[config.mk]
export PLATFORM = sky130hd
export DESIGN_NAME = ks10_stim_gen
export DESIGN_NICKNAME = d
export VERILOG_FILES = /design/src/rtl/ks10_stim_pkg.sv /design/src/rtl/ks10_stim_fifo.sv /design/src/rtl/ks10_stim_gen.sv
export SDC_FILE = /design/constraint.sdc
export NUM_CORES = 1
export LEC_CHECK = 0
export CAP_MARGIN = 40
export CORE_MARGIN = 3
export CORE_UTILIZATION = 52
export CTS_CLUSTER_DIAMETER = 30
export DETAILED_ROUTE_END_ITERATION = 8
export GPL_ROUTABILITY_DRIVEN = 0
export PLACE_DENSITY_LB_ADDON = 0.05
export SYNTH_ARGS = -nofsm -noshare
export SYNTH_HDL_FRONTEND = slang
export SYNTH_SLANG_ARGS = --single-unit
[constraint.sdc]
create_clock -name clk -period 5.5 [get_ports clk]
set_input_delay 1.1 -clock clk [delete_from_list [all_inputs] [get_ports clk]]
set_output_delay 1.1 -clock clk [all_outputs]
set_load 0.01 [all_outputs]
[src/rtl/ks10_stim_pkg.sv]
// Shared types and elaboration-time helpers for the KS10 stimulus generator.
package ks10_stim_pkg;

  localparam int unsigned DEFAULT_DATA_WIDTH = 36;

  typedef enum logic [1:0] {
    IDLE = 2'd0,
    LOAD = 2'd1,
    EXEC = 2'd2
  } state_t;

  function automatic bit is_pow2(input int unsigned v);
    return (v != 0) && ((v & (v - 1)) == 0);
  endfunction

  function automatic bit params_ok(input int unsigned rst_cycles,
                                   input int unsigned clken_div,
                                   input int unsigned msec_div,
                                   input int unsigned fifo_depth);
    return (rst_cycles >= 1) && (clken_div >= 1) && (msec_div >= 1) &&
           (fifo_depth >= 2) && is_pow2(fifo_depth);
  endfunction

  // Width of a counter that must hold 0..n-1, never narrower than one bit.
  function automatic int unsigned cnt_width(input int unsigned n);
    return (n > 1) ? $clog2(n) : 1;
  endfunction

endpackage

[src/rtl/ks10_stim_fifo.sv]
// Synchronous command FIFO; the read head is always presented, pop just advances it.
module ks10_stim_fifo #(
  parameter int unsigned WIDTH = 36,
  parameter int unsigned DEPTH = 4
) (
  input  logic             clk,
  input  logic             rst,
  input  logic             push,
  input  logic             pop,
  input  logic [WIDTH-1:0] wdata,
  output logic [WIDTH-1:0] head,
  output logic             full,
  output logic             empty,
  output logic             empty_next,
  output logic             ready
);

  localparam int unsigned AW = $clog2(DEPTH);

  logic [WIDTH-1:0] mem [DEPTH];
  logic [AW-1:0]    wr_ptr;
  logic [AW-1:0]    rd_ptr;
  logic [AW:0]      count;
  logic [AW:0]      count_next;

  always_comb count_next = count + (AW+1)'(push) - (AW+1)'(pop);

  assign full       = (count == (AW+1)'(DEPTH));
  assign empty      = (count == '0);
  assign empty_next = (count_next == '0);
  assign head       = mem[rd_ptr];

  // NOTE: state registers use non-blocking assignments so every flop samples pre-edge values.
  always_ff @(posedge clk or posedge rst) begin
    if (rst) begin
      wr_ptr <= '0;
      rd_ptr <= '0;
      count  <= '0;
      ready  <= 1'b0;
    end else begin
      if (push) wr_ptr <= wr_ptr + 1'b1;
      if (pop)  rd_ptr <= rd_ptr + 1'b1;
      count <= count_next;
      ready <= (count_next != (AW+1)'(DEPTH));
    end
  end

  // NOTE: storage is not reset; the pointers and count alone define what is valid.
  always_ff @(posedge clk) begin
    if (push) mem[wr_ptr] <= wdata;
  end

endmodule

[src/rtl/ks10_stim_gen.sv]
// KS10 control stimulus: reset sequencer, clken/msec dividers, run gating and console command FSM.
module ks10_stim_gen
  import ks10_stim_pkg::*;
#(
  parameter int unsigned DATA_WIDTH = DEFAULT_DATA_WIDTH,
  parameter int unsigned RST_CYCLES = 4,
  parameter int unsigned CLKEN_DIV  = 1,
  parameter int unsigned MSEC_DIV   = 50000,
  parameter int unsigned FIFO_DEPTH = 4
) (
  input  logic                  clk,
  input  logic                  rst,
  input  logic                  run_req,
  input  logic                  cmd_valid,
  output logic                  cmd_ready,
  input  logic [DATA_WIDTH-1:0] cmd_data,
  output logic                  cpu_rst,
  output logic                  clken,
  output logic                  run,
  output logic                  msec_en,
  output logic                  execute,
  output logic [DATA_WIDTH-1:0] d,
  output logic                  busy
);

  if (!params_ok(RST_CYCLES, CLKEN_DIV, MSEC_DIV, FIFO_DEPTH)) begin : g_bad_params
    $error("ks10_stim_gen: illegal parameter set");
  end

  localparam int unsigned RST_W = cnt_width(RST_CYCLES);
  localparam int unsigned DIV_W = cnt_width(CLKEN_DIV);
  localparam int unsigned MS_W  = cnt_width(MSEC_DIV);

  logic [RST_W-1:0]      rst_cnt;
  logic [DIV_W-1:0]      div_cnt;
  logic [DIV_W-1:0]      div_next;
  logic [MS_W-1:0]       msec_cnt;
  logic                  tick;
  logic                  ms_wrap;
  state_t                state;
  state_t                state_next;
  logic                  pop;
  logic                  push;
  logic                  fifo_full;
  logic                  fifo_empty;
  logic                  fifo_empty_next;
  logic [DATA_WIDTH-1:0] fifo_head;

  assign push = cmd_valid && cmd_ready && !fifo_full;

  ks10_stim_fifo #(
    .WIDTH (DATA_WIDTH),
    .DEPTH (FIFO_DEPTH)
  ) u_fifo (
    .clk        (clk),
    .rst        (rst),
    .push       (push),
    .pop        (pop),
    .wdata      (cmd_data),
    .head       (fifo_head),
    .full       (fifo_full),
    .empty      (fifo_empty),
    .empty_next (fifo_empty_next),
    .ready      (cmd_ready)
  );

  always_ff @(posedge clk or posedge rst) begin
    if (rst) begin
      rst_cnt <= '0;
      cpu_rst <= 1'b1;
    end else if (cpu_rst) begin
      if (rst_cnt == RST_W'(RST_CYCLES - 1)) cpu_rst <= 1'b0;
      else                                   rst_cnt <= rst_cnt + 1'b1;
    end
  end

  // tick is the value clken takes after this edge, so msec_en, run and execute line up with it.
  always_comb begin
    div_next = (div_cnt == DIV_W'(CLKEN_DIV - 1)) ? '0 : div_cnt + 1'b1;
    tick     = !cpu_rst && (div_next == '0);
    ms_wrap  = (msec_cnt == MS_W'(MSEC_DIV - 1));
  end

  always_ff @(posedge clk or posedge rst) begin
    if (rst) begin
      div_cnt  <= '0;
      msec_cnt <= '0;
      clken    <= 1'b0;
      msec_en  <= 1'b0;
      run      <= 1'b0;
    end else begin
      if (!cpu_rst) div_cnt <= div_next;
      if (tick)     msec_cnt <= ms_wrap ? '0 : msec_cnt + 1'b1;
      clken   <= tick;
      msec_en <= tick && ms_wrap;
      if (cpu_rst)   run <= 1'b0;
      else if (tick) run <= run_req;
    end
  end

  // NOTE: every always_comb output gets a default first so no path can infer a latch.
  always_comb begin
    state_next = state;
    pop        = 1'b0;
    unique case (state)
      IDLE: if (!cpu_rst && !fifo_empty) state_next = LOAD;
      LOAD: begin
        pop        = 1'b1;
        state_next = EXEC;
      end
      EXEC: if (clken) state_next = IDLE;
      default: state_next = IDLE;
    endcase
  end

  always_ff @(posedge clk or posedge rst) begin
    if (rst) begin
      state   <= IDLE;
      d       <= '0;
      execute <= 1'b0;
      busy    <= 1'b0;
    end else begin
      state   <= state_next;
      if (state == LOAD) d <= fifo_head;
      execute <= (state_next == EXEC) && tick;
      busy    <= (state_next != IDLE) || !fifo_empty_next;
    end
  end

endmodule

==> flow_metrics.env, run 1 <==
export IMPL_drt_pass1_iterations=6
export IMPL_io_pin_count=83
export IMPL_overflow=0
export IMPL_grt_pass1_vias=4308
export IMPL_post_cts_buffers=0
export IMPL_setup_violations=0
export IMPL_placed_cell_area_mm2=0.00921
export IMPL_wirelength_um=14500
export IMPL_synth_edff_count=144
export IMPL_r2r_end="busy"
export IMPL_ys_ff_latch=214
export IMPL_drv_cap=0
export IMPL_worst_path_max_fanout=8
export IMPL_cts_tree="built"
export IMPL_postSynthCellCount=403
export IMPL_root_buffer="clkbuf_16"
export IMPL_rows=44
export IMPL_worstReg2RegStart="u_fifo.count[1]"
export IMPL_cts_resized_gates=0
export IMPL_vias_per_cell=5.47
export IMPL_cts_buffers=41
export IMPL_clk_latency_ns=0.50
export IMPL_grt_usage_pct=18.1
export IMPL_area_growth_pct=31.1
export IMPL_netlist_area_mm2=0.00805
export IMPL_max_freq_ghz=0.336
export IMPL_hold_buffers=0
export IMPL_core_area_mm2=0.0148
export IMPL_min_path_type="reg -> reg"
export IMPL_reg2reg_depth=9
export IMPL_fin_crit_sh_pct=54.1
export IMPL_grt_antenna_before_repair=0
export IMPL_status="complete, no violations"
export IMPL_die_h_um=130
export IMPL_yosysWarnings=0
export IMPL_htree_levels=2
export IMPL_drive_gt1_share_pct=28.4
export IMPL_clock_sinks=214
export IMPL_grt_pass1_wl_um=23400
export IMPL_clk_pin_slew_worst_paths_ns=0.05
export IMPL_criticalPathCategory="in -> reg"
export IMPL_slew_viol_final=0
export IMPL_power_density_mw_per_mm2=589
export IMPL_finalHoldViolCount=0
export IMPL_rsz0062_at_grt="false"
export IMPL_clockBufferDepth=3
export IMPL_vias=4050
export IMPL_yosysSeqAreaShare_pct=75.5
export IMPL_die_x_um=130
export IMPL_crit_path_end_kind="flip-flop"
export IMPL_nFillCells=932
export IMPL_finClkSkew_ns=0.0131
export IMPL_crit_arrival_ns=3.36
export IMPL_wl_per_cell_um=19.6
export IMPL_die_area_mm2=0.0170
export IMPL_p_leak_uw=0.00389
export IMPL_synthFlopType="edfxtp_1"
export IMPL_layout_common_cells="edfxtp_1, clkdlybuf4s50_1, dfrtp_1"
export IMPL_start_kind="input port"
export IMPL_diodes=0
export IMPL_layout_commonest_cell="edfxtp_1"
export IMPL_ys_types=32
export IMPL_hpwlAfterDp_um=8670
export IMPL_async_flop_share_pct=32.7
export IMPL_timing_setup_tns_ns=0
export IMPL_drtIter0Drc=328
export IMPL_worstMarginPinSlew_ns=0.625
export IMPL_final_nets=573
export IMPL_hold_slack_ns=0.491
export IMPL_portBuffers=82
export IMPL_critical_path_required_ns=5.89
export IMPL_endpoint="busy"
export IMPL_grt_max_degree=51
export IMPL_drc=0
export IMPL_ir_drop_uv=340
export IMPL_critical_path_startpoint="cmd_valid"
export IMPL_initial_core_util_pct=54.3
export IMPL_design_area_mm2=0.0106
export IMPL_relSlewSlack_pct=58.3
export IMPL_postRouteAntennaNets=0
export IMPL_synthesis_nets=452
export IMPL_reg2reg_slack_ns=3.12
export IMPL_fin_crit_ns=2.97
export IMPL_syn_area_per_cell_um2=20.0
==> critical path, stage by stage <==
cell	delay (ns)
clkdlybuf4s50_1	0.46
nand2_1	0.05
a21oi_1	0.43
ha_1	0.25
inv_1	0.06
fa_1	0.37
xnor2_1	0.19
xnor2_1	0.13
nor3_1	0.23
nand2_1	0.08
==> where the power goes <==
group / leakage, uW / total, uW / switching, uW / internal, uW
logic: 0.00108 / 1510 / 649 / 858
registers: 0.00216 / 2330 / 194 / 2140
clock network: 0.000651 / 2370 / 768 / 1600
total: 0.00389 / 6210 / 1610 / 4600
==> through the flow <==
step | instances | power (uW) | util, % | setup WS, ns
finish | 740 | 6210 | 71.2 | 2.53
global route | 740 | 6510 | 71.2 | 2.35
CTS | 740 | 6300 | 71.2 | 2.53
detailed placement | 665 | 3890 | 62.2 | 2.02
global placement | 659 | 3790 | 61.3 | 2.15
floorplan | 403 | 3240 | - | 2.63
==> cells in the mapped netlist (all sizes together) (3+ instances only) <==
cell type,count,area (um2)
edfxtp,144,4320
dfrtp,69,1730
mux2,37,417
mux4,36,811
nand2,15,56.3
nor2,14,52.6
xor2,11,96.3
buf,9,50.1
xnor2,9,78.8
ha,8,100
inv,8,30.0
and2,6,37.5
nand4,6,37.5
nor3,6,30.0
clkbuf,4,15.0
nor4,4,31.3
nand4b,3,26.3
==> how the worst min path moves through the flow <==
stage                             from           end  cells past startpoint
final                         state[0]      state[0]                      1
after global routing      msec_cnt[13]  msec_cnt[13]                      1
after CTS                     state[0]      state[0]                      1
after detailed placement  msec_cnt[13]  msec_cnt[13]                      1
after global placement      rst_cnt[0]    rst_cnt[0]                      1
after floorplan               state[0]      state[0]                      1
==> logic make-up after synthesis <==
family / count (synthesis) / synth area share, %
flip-flops: 214 / 75.5
multiplexers: 73 / 15.3
AND/OR/NAND/NOR: 61 / 4.01
buffers and inverters: 21 / 1.18
XOR/XNOR: 20 / 2.18
adder cells (fa/ha/maj): 9 / 1.49
AO/OA/AOI/OAI: 5 / 0.373
==> registers in the layout, indices dropped and copies added, names as in the netlist <==
signal,cells
run,1
u_fifo.wr_ptr,2
cpu_rst,1
u_fifo.count,3
msec_en,1
msec_cnt,16
u_fifo.mem,144
clken,1
busy,1
state,2
d,36
u_fifo.ready,1
u_fifo.rd_ptr,2
rst_cnt,2
execute,1
==> cell type report <==
| type | count | area (um2) | share of cell area (%) |
|---|---|---|---|
| flip-flops and latches | 214 | 6080 | 57.6 |
| multi-input cells | 168 | 1890 | 17.9 |
| clock buffers | 48 | 1090 | 10.4 |
| repair buffers | 91 | 978 | 9.27 |
| clock inverters | 27 | 248 | 2.35 |
| well taps | 184 | 230 | 2.18 |
| inverters | 8 | 31.3 | 0.296 |
==> per-layer routing <==
metal  vias up  part of all wire [%]  global-route usage [%]
li1       1821                     -                       -
met1      2078                    43                    24.8
met2       120                    49                    28.6
met3        31                   6.0                    4.96
met4         0                   1.9                    6.47
met5         -                     0                       0
(Power assumes the default switching activity.)
==> run 2, diff against run 1 <==
Settings changed: CORE_UTILIZATION 52 to 51.
Clock period 5.5 ns to 2.5 ns, I/O delays scaled along.
==> run 2 against run 1 <==
Via count is 0.77% higher. First-iteration DRC count decreased by 33%. Hold slack worse by 0.30 ns. Core utilization down 2.2 points. Count of clock-buffer cells in the layout grew 7. Cell area up 0.17%. Total power rose by 120%. Global-route usage about the same. Final cell count up 3.9%. Register-to-register slack worse by 2.7 ns. Largest power group is now registers. Clock skew shrank 0.0031 ns.
==> flow_metrics.env, run 2 (synthesis results as in run 1) <==
export IMPL_status="complete, no violations"
export IMPL_hold_slack_ns=0.194
export IMPL_start_kind="flip-flop"
export IMPL_overflow=0
export IMPL_power_share_switching_pct=25.6
export IMPL_drtIter0Drc=219
export IMPL_rsz0062_at_grt="false"
export IMPL_slew_viol_final=0
export IMPL_crit_path_end_kind="primary output"
export IMPL_die_area_mm2=0.0173
export IMPL_post_cts_buffers=0
export IMPL_grt_pass1_vias=4504
export IMPL_timing_setup_tns_ns=0
export IMPL_layout_common_cells="edfxtp_1, clkdlybuf4s50_1, dfrtp_1"
export IMPL_rows=45
export IMPL_seqPwrFrac_pct=38.1
export IMPL_relSlewSlack_pct=61.3
export IMPL_worstReg2RegStart="state[0]"
export IMPL_clock_sinks=214
export IMPL_grt_max_degree=48
export IMPL_drv_cap=0
export IMPL_finalHoldViolCount=0
export IMPL_postRouteAntennaNets=0
export IMPL_cts_resized_gates=0
export IMPL_cts_tree="built"
export IMPL_p_switching_uw=3440
export IMPL_drt_pass1_iterations=4
export IMPL_clk_latency_ns=0.50
export IMPL_slowest_delay_ns=0.62
export IMPL_drive_gt1_share_pct=28.1
export IMPL_p_comb_share_pct=25.2
export IMPL_crit_arrival_ns=1.68
export IMPL_fin_crit_sh_pct=87.0
export IMPL_finClkSkew_ns=0.0100
export IMPL_p_int_uw=9990
export IMPL_grt_usage_pct=18.1
export IMPL_reg2reg_depth=10
export IMPL_clk_pin_slew_worst_paths_ns=0.05
export IMPL_criticalPathCategory="reg -> out"
export IMPL_vias=4081
export IMPL_critPathSlowestCell="dfstp_2"
export IMPL_htree_levels=2
export IMPL_largest_register_ffs=144
export IMPL_final_nets=577
export IMPL_wirelength_um=14500
export IMPL_wl_per_cell_um=18.9
export IMPL_die_x_um=132
export IMPL_setup_violations=0
export IMPL_min_path_type="in -> async"
export IMPL_max_freq_ghz=0.460
export IMPL_clockBufferDepth=3
export IMPL_layout_commonest_cell="edfxtp_1"
export IMPL_root_buffer="clkbuf_16"
export IMPL_r2r_end="busy"
export IMPL_die_h_um=132
export IMPL_critical_path_required_ns=2.00
export IMPL_reg2reg_slack_ns=0.41
export IMPL_cts_buffers=39
export IMPL_vias_per_cell=5.31
export IMPL_grt_antenna_before_repair=0
export IMPL_critical_path_depth=1
export IMPL_hold_buffers=0
export IMPL_largest_register="u_fifo.mem"
export IMPL_reg_largest_list="u_fifo.mem x144, d x36, msec_cnt x16"
export IMPL_power_share_clock_pct=36.7
export IMPL_crit_family="flip-flops"
export IMPL_area_growth_pct=31.3
export IMPL_core_area_mm2=0.0153
export IMPL_initial_core_util_pct=52.5
export IMPL_io_pin_count=83
export IMPL_hpwlAfterDp_um=9000
export IMPL_worst_path_max_fanout=10
export IMPL_diodes=0
export IMPL_fin_crit_ns=2.18
export IMPL_path_cells="clkdlybuf4s50_1"
export IMPL_grt_pass1_wl_um=24600
export IMPL_cp_num_buf_inv=1
export IMPL_power_density_mw_per_mm2=1270
export IMPL_worstMarginPinSlew_ns=0.581
export IMPL_portBuffers=82
export IMPL_drc=0
export IMPL_ir_drop_uv=649
export IMPL_p_leak_uw=0.00388
## run 2: cell count changes in the layout (fill, tap and decap cells not counted), sizes merged
| cell | delta |
|---|---|
| buf | +6 |
| bufinv | -2 |
| clkbuf | +7 |
| clkinv | -6 |
| clkinvlp | -2 |
| inv | -1 |
## run 2: through the flow
| stage | cells | cell area [um2] | worst slack, ns | total power (uW) | util, % |
|---|---|---|---|---|---|
| 4_1_cts | 769 | 10600 | 0.301 | 13600 | 69.0 |
| 3_3_place_gp | 698 | 9300 | 0.0606 | 8550 | 60.7 |
| 3_5_place_dp | 698 | 9300 | 0.0238 | 8640 | 60.7 |
| 5_1_grt | 769 | 10600 | 0.207 | 14100 | 69.0 |
| 2_1_floorplan | 403 | 8050 | 0.0832 | 7130 | - |
| 6_report | 769 | 10600 | 0.325 | 13400 | 69.0 |
## run 2: area by class of cell
class | count | area [um2]
Clock inverter | 16 | 143
Tap cell | 211 | 264
Fill cell | 1004 | 4750
Timing Repair Buffer | 97 | 1030
Sequential cell | 214 | 6080
Clock buffer | 55 | 1130
Inverter | 8 | 31.3
Multi-Input combinational cell | 168 | 1890
## run 2: routing by layer
layer	wire (um)	part of all wire, %	GRT usage (%)	up-vias
li1	-	-	-	1834
met1	6410	44	24.7	2095
met2	6950	48	28.1	119
met4	362	2.5	6.53	0
met3	810	5.6	5.32	33
met5	0	0	0	-
## run 2: worst max-delay path by stage
stage,end,start,slack (ns)
2_1_floorplan,busy,state[1],0.08
3_3_place_gp,busy,cmd_valid,0.06
3_5_place_dp,busy,cmd_valid,0.02
4_1_cts,cpu_rst,cpu_rst,0.30
5_1_grt,busy,state[0],0.21
6_report,cpu_rst,cpu_rst,0.32
## run 2: power groups by stage
stage               Sequential (uW)  Clock (uW)  Combinational [uW]
floorplan                      5160           0                1970
global placement               5140           0                3410
detailed placement             5180           0                3460
CTS                            5130        5040                3470
global route                   5220        5230                3700
finish                         5110        4930                3390
